<file path="config.mk">
export PLATFORM = sky130hd
export DESIGN_NAME = aes_round_sequencer
export DESIGN_NICKNAME = d
export VERILOG_FILES = /design/src/rtl/aes_pkg.sv /design/src/rtl/aes_round_counter.sv /design/src/rtl/aes_round_sequencer.sv
export SDC_FILE = /design/constraint.sdc
export NUM_CORES = 1
export LEC_CHECK = 0
export ABC_CLOCK_PERIOD_IN_PS = 6900
export BUFFER_PORTS_ARGS = -buffer_cell sky130_fd_sc_hd__buf_2
export CAP_MARGIN = 25
export CORE_AREA = 2 2 408 410
export CTS_BUF_LIST = sky130_fd_sc_hd__clkbuf_4 sky130_fd_sc_hd__clkbuf_8
export CTS_CLUSTER_DIAMETER = 40
export DETAILED_ROUTE_END_ITERATION = 10
export DIE_AREA = 0 0 410 412
export PLACE_DENSITY_LB_ADDON = 0.1
export SYNTH_ARGS = -nofsm -noshare
export SYNTH_HDL_FRONTEND = slang
export SYNTH_SLANG_ARGS = --single-unit
</file>
<file path="constraint.sdc">
create_clock -name clk -period 6.9 [get_ports clk]
set_clock_uncertainty 0.05 [all_clocks]
set_input_delay 0 -clock clk [delete_from_list [all_inputs] [get_ports clk]]
set_output_delay 0 -clock clk [all_outputs]
set_load 0.005 [all_outputs]
</file>
<file path="src/rtl/aes_pkg.sv">
// rtl/aes_pkg.sv - shared types, round counts and helpers for the AES round sequencer
//   klen_e        key-length codes carried on klen_i
//   NR_128/192/256 round counts per key length
//   seq_state_e   sequencer FSM encoding
//   nr_of()       round count for a key-length code (0 for the illegal code)
package aes_pkg;

  localparam int AES_DW = 128;
  localparam int AES_KW = 256;

  typedef enum logic [1:0] {
    KLEN_128 = 2'b00,
    KLEN_192 = 2'b01,
    KLEN_256 = 2'b10,
    KLEN_BAD = 2'b11
  } klen_e;

  localparam logic [3:0] NR_128 = 4'd10;
  localparam logic [3:0] NR_192 = 4'd12;
  localparam logic [3:0] NR_256 = 4'd14;

  typedef enum logic [1:0] {
    ST_IDLE = 2'd0,
    ST_RUN  = 2'd1,
    ST_DONE = 2'd2
  } seq_state_e;

  function automatic logic [3:0] nr_of(input logic [1:0] klen);
    case (klen)
      KLEN_128: nr_of = NR_128;
      KLEN_192: nr_of = NR_192;
      KLEN_256: nr_of = NR_256;
      default:  nr_of = 4'd0;
    endcase
  endfunction

endpackage

</file>
<file path="src/rtl/aes_round_counter.sv">
// rtl/aes_round_counter.sv - round index register with load, increment and last-round compare
//   clk, rst_n  clock, asynchronous active-low reset
//   load        start of a block: idx <= 1
//   inc         advance to the next round (saturates at nr)
//   clr         return idx to 0 (idle)
//   nr          round count of the block in flight
//   idx         current round number, 0 when idle
//   last        idx == nr for a block in flight
module aes_round_counter
  import aes_pkg::*;
(
  input  logic       clk,
  input  logic       rst_n,
  input  logic       load,
  input  logic       inc,
  input  logic       clr,
  input  logic [3:0] nr,
  output logic [3:0] idx,
  output logic       last
);

  logic [3:0] idx_q;

  always_ff @(posedge clk or negedge rst_n) begin
    if (!rst_n) begin
      idx_q <= 4'd0;
    end else if (clr) begin
      idx_q <= 4'd0;
    end else if (load) begin
      idx_q <= 4'd1;
    end else if (inc && (idx_q < nr)) begin
      idx_q <= idx_q + 4'd1;
    end
  end

  assign idx = idx_q;
  // The idx != 0 term keeps an illegal key length (nr == 0) from looking like a last round.
  assign last = (idx_q != 4'd0) && (idx_q == nr);

endmodule

</file>
<file path="src/rtl/aes_round_sequencer.sv">
// rtl/aes_round_sequencer.sv - iterative AES encrypt controller around an external round/key-expansion datapath
//   clk, rst_n              clock, asynchronous active-low reset
//   in_valid/in_ready       request handshake for din_i/key_i/klen_i
//   din_i, key_i, klen_i    plaintext, MSB-aligned cipher key, key-length code
//   rnd_state_o/rnd_key_o   state and round key of the current round, to the datapath
//   rnd_idx_o/rnd_last_o    current round number (0 idle) and last-round flag
//   rnd_res_i               combinational round result
//   ks_key_i                round key for round rnd_idx_o+1 from the key-expansion step
//   out_valid/out_ready     result handshake
//   dout_o, err_o           ciphertext, illegal-key-length flag (dout_o forced to 0)
//   busy_o                  high while a block is running or waiting to be taken
module aes_round_sequencer
  import aes_pkg::*;
#(
  parameter int DW = AES_DW,
  parameter int KW = AES_KW
) (
  input  logic          clk,
  input  logic          rst_n,
  input  logic          in_valid,
  output logic          in_ready,
  input  logic [DW-1:0] din_i,
  input  logic [KW-1:0] key_i,
  input  logic [1:0]    klen_i,
  output logic [DW-1:0] rnd_state_o,
  output logic [DW-1:0] rnd_key_o,
  output logic [3:0]    rnd_idx_o,
  output logic          rnd_last_o,
  input  logic [DW-1:0] rnd_res_i,
  input  logic [DW-1:0] ks_key_i,
  output logic          out_valid,
  input  logic          out_ready,
  output logic [DW-1:0] dout_o,
  output logic          err_o,
  output logic          busy_o
);

  seq_state_e    state_q, state_d;
  logic [1:0]    klen_q;
  logic [DW-1:0] blk_q;
  logic [DW-1:0] key_q;
  logic [DW-1:0] dout_q;
  logic          err_q;

  logic          accept;
  logic          cnt_load, cnt_inc, cnt_clr;
  logic          cnt_last;
  logic [3:0]    cnt_idx;

  aes_round_counter u_cnt (
    .clk   (clk),
    .rst_n (rst_n),
    .load  (cnt_load),
    .inc   (cnt_inc),
    .clr   (cnt_clr),
    .nr    (nr_of(klen_q)),
    .idx   (cnt_idx),
    .last  (cnt_last)
  );

  always_ff @(posedge clk or negedge rst_n) begin
    if (!rst_n) begin
      state_q <= ST_IDLE;
    end else begin
      state_q <= state_d;
    end
  end

  always_comb begin
    state_d  = state_q;
    accept   = 1'b0;
    cnt_load = 1'b0;
    cnt_inc  = 1'b0;
    cnt_clr  = 1'b0;
    case (state_q)
      ST_IDLE: begin
        if (in_valid && in_ready) begin
          accept = 1'b1;
          if (klen_i == KLEN_BAD) begin
            state_d = ST_DONE;
          end else begin
            state_d  = ST_RUN;
            cnt_load = 1'b1;
          end
        end
      end
      ST_RUN: begin
        if (cnt_last) begin
          state_d = ST_DONE;
          cnt_clr = 1'b1;
        end else begin
          cnt_inc = 1'b1;
        end
      end
      ST_DONE: begin
        if (out_ready) begin
          state_d = ST_IDLE;
        end
      end
      default: state_d = ST_IDLE;
    endcase
  end

  // Round key register holds the key for round rnd_idx. For AES-256 round 1 uses the
  // second half of the cipher key directly; for the shorter keys the expansion step
  // derives it from key_i while rnd_idx_o is still 0.
  always_ff @(posedge clk or negedge rst_n) begin
    if (!rst_n) begin
      klen_q <= 2'b00;
      blk_q  <= '0;
      key_q  <= '0;
      dout_q <= '0;
      err_q  <= 1'b0;
    end else if (accept) begin
      blk_q  <= din_i ^ key_i[KW-1 -: DW];
      klen_q <= klen_i;
      key_q  <= (klen_i == KLEN_256) ? key_i[KW-DW-1:0] : ks_key_i;
      err_q  <= (klen_i == KLEN_BAD);
      if (klen_i == KLEN_BAD) begin
        dout_q <= '0;
      end
    end else if (state_q == ST_RUN) begin
      blk_q <= rnd_res_i;
      key_q <= ks_key_i;
      if (cnt_last) begin
        dout_q <= rnd_res_i;
      end
    end
  end

  // Gating with rst_n keeps in_ready low while reset is held.
  assign in_ready    = rst_n && (state_q == ST_IDLE);
  assign out_valid   = (state_q == ST_DONE);
  assign busy_o      = (state_q != ST_IDLE);
  assign dout_o      = dout_q;
  assign err_o       = err_q;
  assign rnd_state_o = blk_q;
  assign rnd_key_o   = key_q;
  assign rnd_idx_o   = cnt_idx;
  assign rnd_last_o  = cnt_last;

endmodule

</file>
==> run summary, run 1 <==
Die Height: 412 µm
Initial Utilization: 11.3%
syn_area_per_cell: 9.94 µm²
cts hold-fix bufs: 1,045
Seq/Total Area, Yosys: 52.8%
last stage reached: 4_1_cts
Die Wd: 410 µm
Post-synth EDFFs: 0
Seq cells post-synth: 393
Max H-tree Level: 3
FFs w/ async S/R, synth: 100%
clock root cell: clkbuf_8
error msg: [ERROR RSZ-0060] Max buffer count reached.
dpl cells: 4,980
dpl hpwl: 85,100 µm
clk sinks: 393
# rows: 149
ys flop type: dfrtp_1
clock buffer count from CTS: 121
IO Count: 1,039
Placer Congestion: 0.788
Resized Gates After CTS: 0
CTS Buffer Depth: 3
synth unique cells: 28
mapped cell area: 18,600 µm²
DP Worst Slack: 3.44 ns
Post-Syn Instances: 1,874
status: did not finish
Post-Syn Nets: 2,528
Synth warnings: 0
port bufs: 1,038
postcts setup bufs: 0
cell usage after synthesis (all sizes together) (2+ instances only):
master / count / area share, %
dfrtp: 393 / 53
nand2: 264 / 5.3
nand3: 260 / 7.0
mux2i: 259 / 14
nor2: 132 / 2.7
o21ai: 131 / 3.5
a21oi: 130 / 3.5
xor2: 128 / 6.0
buf: 88 / 2.7
clkbuf: 56 / 1.1
ha: 8 / 0.54
inv: 8 / 0.16
and3: 2 / 0.067
nand4: 2 / 0.067
or2: 2 / 0.067
metrics by stage:
stage | util, % | hold WS (ns) | cell area, µm²
after floorplan | - | -0.346 | 18600
after global placement | 15.9 | -0.0637 | 26200
after detailed placement | 15.9 | -0.0691 | 26200
cells by family after synthesis:
group                    count (synthesis)  synth area share [%]
AND/OR/NAND/NOR                        668                  15.5
flip-flops                             393                  52.8
AO/OA/AOI/OAI                          265                  7.19
multiplexers                           260                  14.0
buffers and inverters                  152                  4.04
XOR/XNOR                               128                  6.02
adder cells (fa/ha/maj)                  8                 0.537
==> run 2: changes to the inputs <==
- CORE_AREA: 2 2 408 410 -> 2 2 405 407
- CTS_BUF_LIST: sky130_fd_sc_hd__clkbuf_4 sky130_fd_sc_hd__clkbuf_8 -> default
- CTS_CLUSTER_DIAMETER: 40 -> default
- DIE_AREA: 0 0 410 412 -> 0 0 407 409
- PLACE_DENSITY_LB_ADDON: 0.1 -> 0.15
==> run 2 against run 1 <==
Against the previous run:
- the run now ends clean
- synthesized cell count stayed put
- area after synthesis unchanged
==> run summary, run 2 <==
Worst-Margin Slew: 0.964 ns
VDD IR-drop max: 0.169 mV
gr ovfl total: 0
Slowest cell on crit path: nor4bb_4
clock root cell: clkbuf_16
status: complete, no violations
Cell Area, Placed: 26,100 µm² (-0.15%)
clk sinks: 393 (unchanged)
Max FO, Critical Path: 79
Crit path arrival time: 4.48 ns
# rows: 148 (-0.67%)
Placer Congestion: 0.763 (-3.1%)
Vias/cell: 3.55
top-count cell post-synth: dfrtp_1
postcts setup bufs: 0 (unchanged)
fin crit share: 58.4%
Post-synth EDFFs: 0 (unchanged)
Core Footprint: 162,000 µm²
P&R area growth vs syn: 86.8%
Die Height: 409 µm (-0.73%)
crit end category: flip-flop
most frequent cells after synthesis: 393 x dfrtp_1, 264 x nand2_1, 260 x nand3_1
Final #Nets: 4,176
Post-Syn Instances: 1,874 (unchanged)
cell breakdown of the critical path: dlygate4sd3_1, dlygate4sd3_1, buf_8, nor4bb_4, buf_4, buf_4, o21ai_0, dlygate4sd3_1
synth unique cells: 28 (unchanged)
drt first pass iters: 6
IO Count: 1,039 (unchanged)
largest cells by area after synthesis: dfrtp_1 53%, mux2i_1 14%, nand3_1 7.0%
ys flop type: dfrtp_1
Seq cells post-synth: 393 (unchanged)
vias in the first global route: 21,744
endpoints failing setup: 0
WL/cell: 20.5 µm
FFs w/ async S/R, synth: 100% (unchanged)
Synth area leader: dfrtp_1
die area: 166,000 µm²
crit-path max cell delay: 0.79 ns
RSZ-0062 raised after global routing: no
total negative slack: 0 ns
Seq/Total Area, Yosys: 52.8% (unchanged)
HP Class: in -> reg
Max H-tree Level: 2 (-1)
pin count of the biggest net entering global routing: 125
Max Cap Viol: 0
clock insertion delay at the later pin of the skew report: 0.63 ns
Post-Syn Nets: 2,528 (unchanged)
Resized Gates After CTS: 0 (unchanged)
first-pass GRT wire length: 161,000 µm
Synth warnings: 0 (unchanged)
Initial Utilization: 11.5% (+0.15 points)
R2R Setup Slk: 3.08 ns
WL final: 118,000 µm
Die Wd: 407 µm (-0.73%)
mapped cell area: 18,600 µm² (unchanged)
syn_area_per_cell: 9.94 µm² (unchanged)
Critical Path Source Type: primary input
clock buffer count from CTS: 56 (-54%)
Final Cell Area: 34,800 µm²
via count: 20,382
CTS tree: done
fmax: 248 MHz
Fin. Hold Viols: 0
most frequent CP cell: dlygate4sd3_1
crit path time final: 4.03 ns
Pleak: 16.5 nW
CTS Buffer Depth: 3 (unchanged)
critical path class: in -> reg
layout cells sized above 1: 32.8%
most common cell after layout, fill and taps aside: buf_2
pwr dens: 354 nW/µm²
GRT Util Overall: 13.6%
Yosys top cell area share: 52.8% (unchanged)
initial antenna violation count: 25
max-slew violation count: 0
dpl hpwl: 89,400 µm (+5.0%)
Req. time, crit path: 7.35 ns
port bufs: 1,038 (unchanged)
ANT nets after route: 0
DRC: 0
initial drt markers: 818
most frequent cells in the layout: 1,037 x buf_2, 668 x dlygate4sd3_1, 393 x dfrtp_1
Slew Limit Headroom: 35.7%
Clock transition at path regs: 0.06 ns
[run 2: cell counts after synthesis]
No cell type changed its count.
[run 2: routing by layer]
metal / vias up / track usage [%] / part of all wire [%]
li1: 9699 / - / -
met4: 22 / 5.86 / 4.7
met3: 188 / 4.38 / 8.0
met5: - / 0 / 0.13
met1: 9738 / 14.5 / 37
met2: 735 / 24.3 / 50
[run 2: critical path, delay by kind of cell]
family,cells,cell delay (ns)
buffers and inverters,6,3.36
AOI/OAI and AO/OA,1,0.18
and+or+nand+nor,1,0.79
[run 2: final cells by class]
type / count / area, µm²
inverter: 8 / 30.0
fill: 17974 / 127000
timing repair buffer: 1734 / 12200
clock buffer: 75 / 1590
multi-input combinational: 1329 / 8130
tap: 2175 / 2720
antenna: 11 / 27.5
sequential: 393 / 9830
clock inverter: 23 / 256
[run 2: logic make-up after synthesis]
logic type	after synthesis	synth area share, %
flops	393	52.8
fa+ha+maj	8	0.537
simple gates	668	15.5
buf+inv	152	4.04
mux	260	14.0
compound gates	265	7.19
xor+xnor	128	6.02
[run 2: worst paths after layout]
| kind | start | end | depth (start not counted) |
|---|---|---|---|
| setup reg to reg | state_q[0] | rnd_state_o[69] | 5 |
| hold reg to reg | dout_o[58] | dout_o[58] | 2 |
| min in group asynchronous | rst_n | rnd_key_o[127] | 4 |
| setup / recovery | rst_n | rnd_state_o[69] | 8 |
| hold / removal | rnd_res_i[20] | dout_o[20] | 4 |
| max in group asynchronous | rst_n | dout_o[86] | 6 |
[run 2: power by group]
| group | switching [mW] | internal (mW) |
|---|---|---|
| clock | 1.23 | 1.79 |
| sequential | 0.641 | 3.41 |
| combinational | 3.05 | 2.20 |
[run 2: repair_timing]
item                                   4_1_cts  5_1_grt
setup endpoints to repair                    0        0
endpoints found under the hold margin      588        0
hold buffers                               669        0
[run 2: through the flow]
stage	total power, mW	worst slack [ns]	cells	hold slack (ns)	util (%)
finish	12.3	2.87	5748	0.0909	21.5
floorplan	6.14	4.68	1874	-0.346	-
CTS	12.7	2.85	5735	0.00369	21.4
global placement	9.12	3.42	4968	-0.0918	16.1
detailed placement	9.10	3.38	4968	-0.0952	16.1
global route	13.3	2.61	5740	0.0695	21.5
Note: power is estimated with default switching activity, not from simulation.
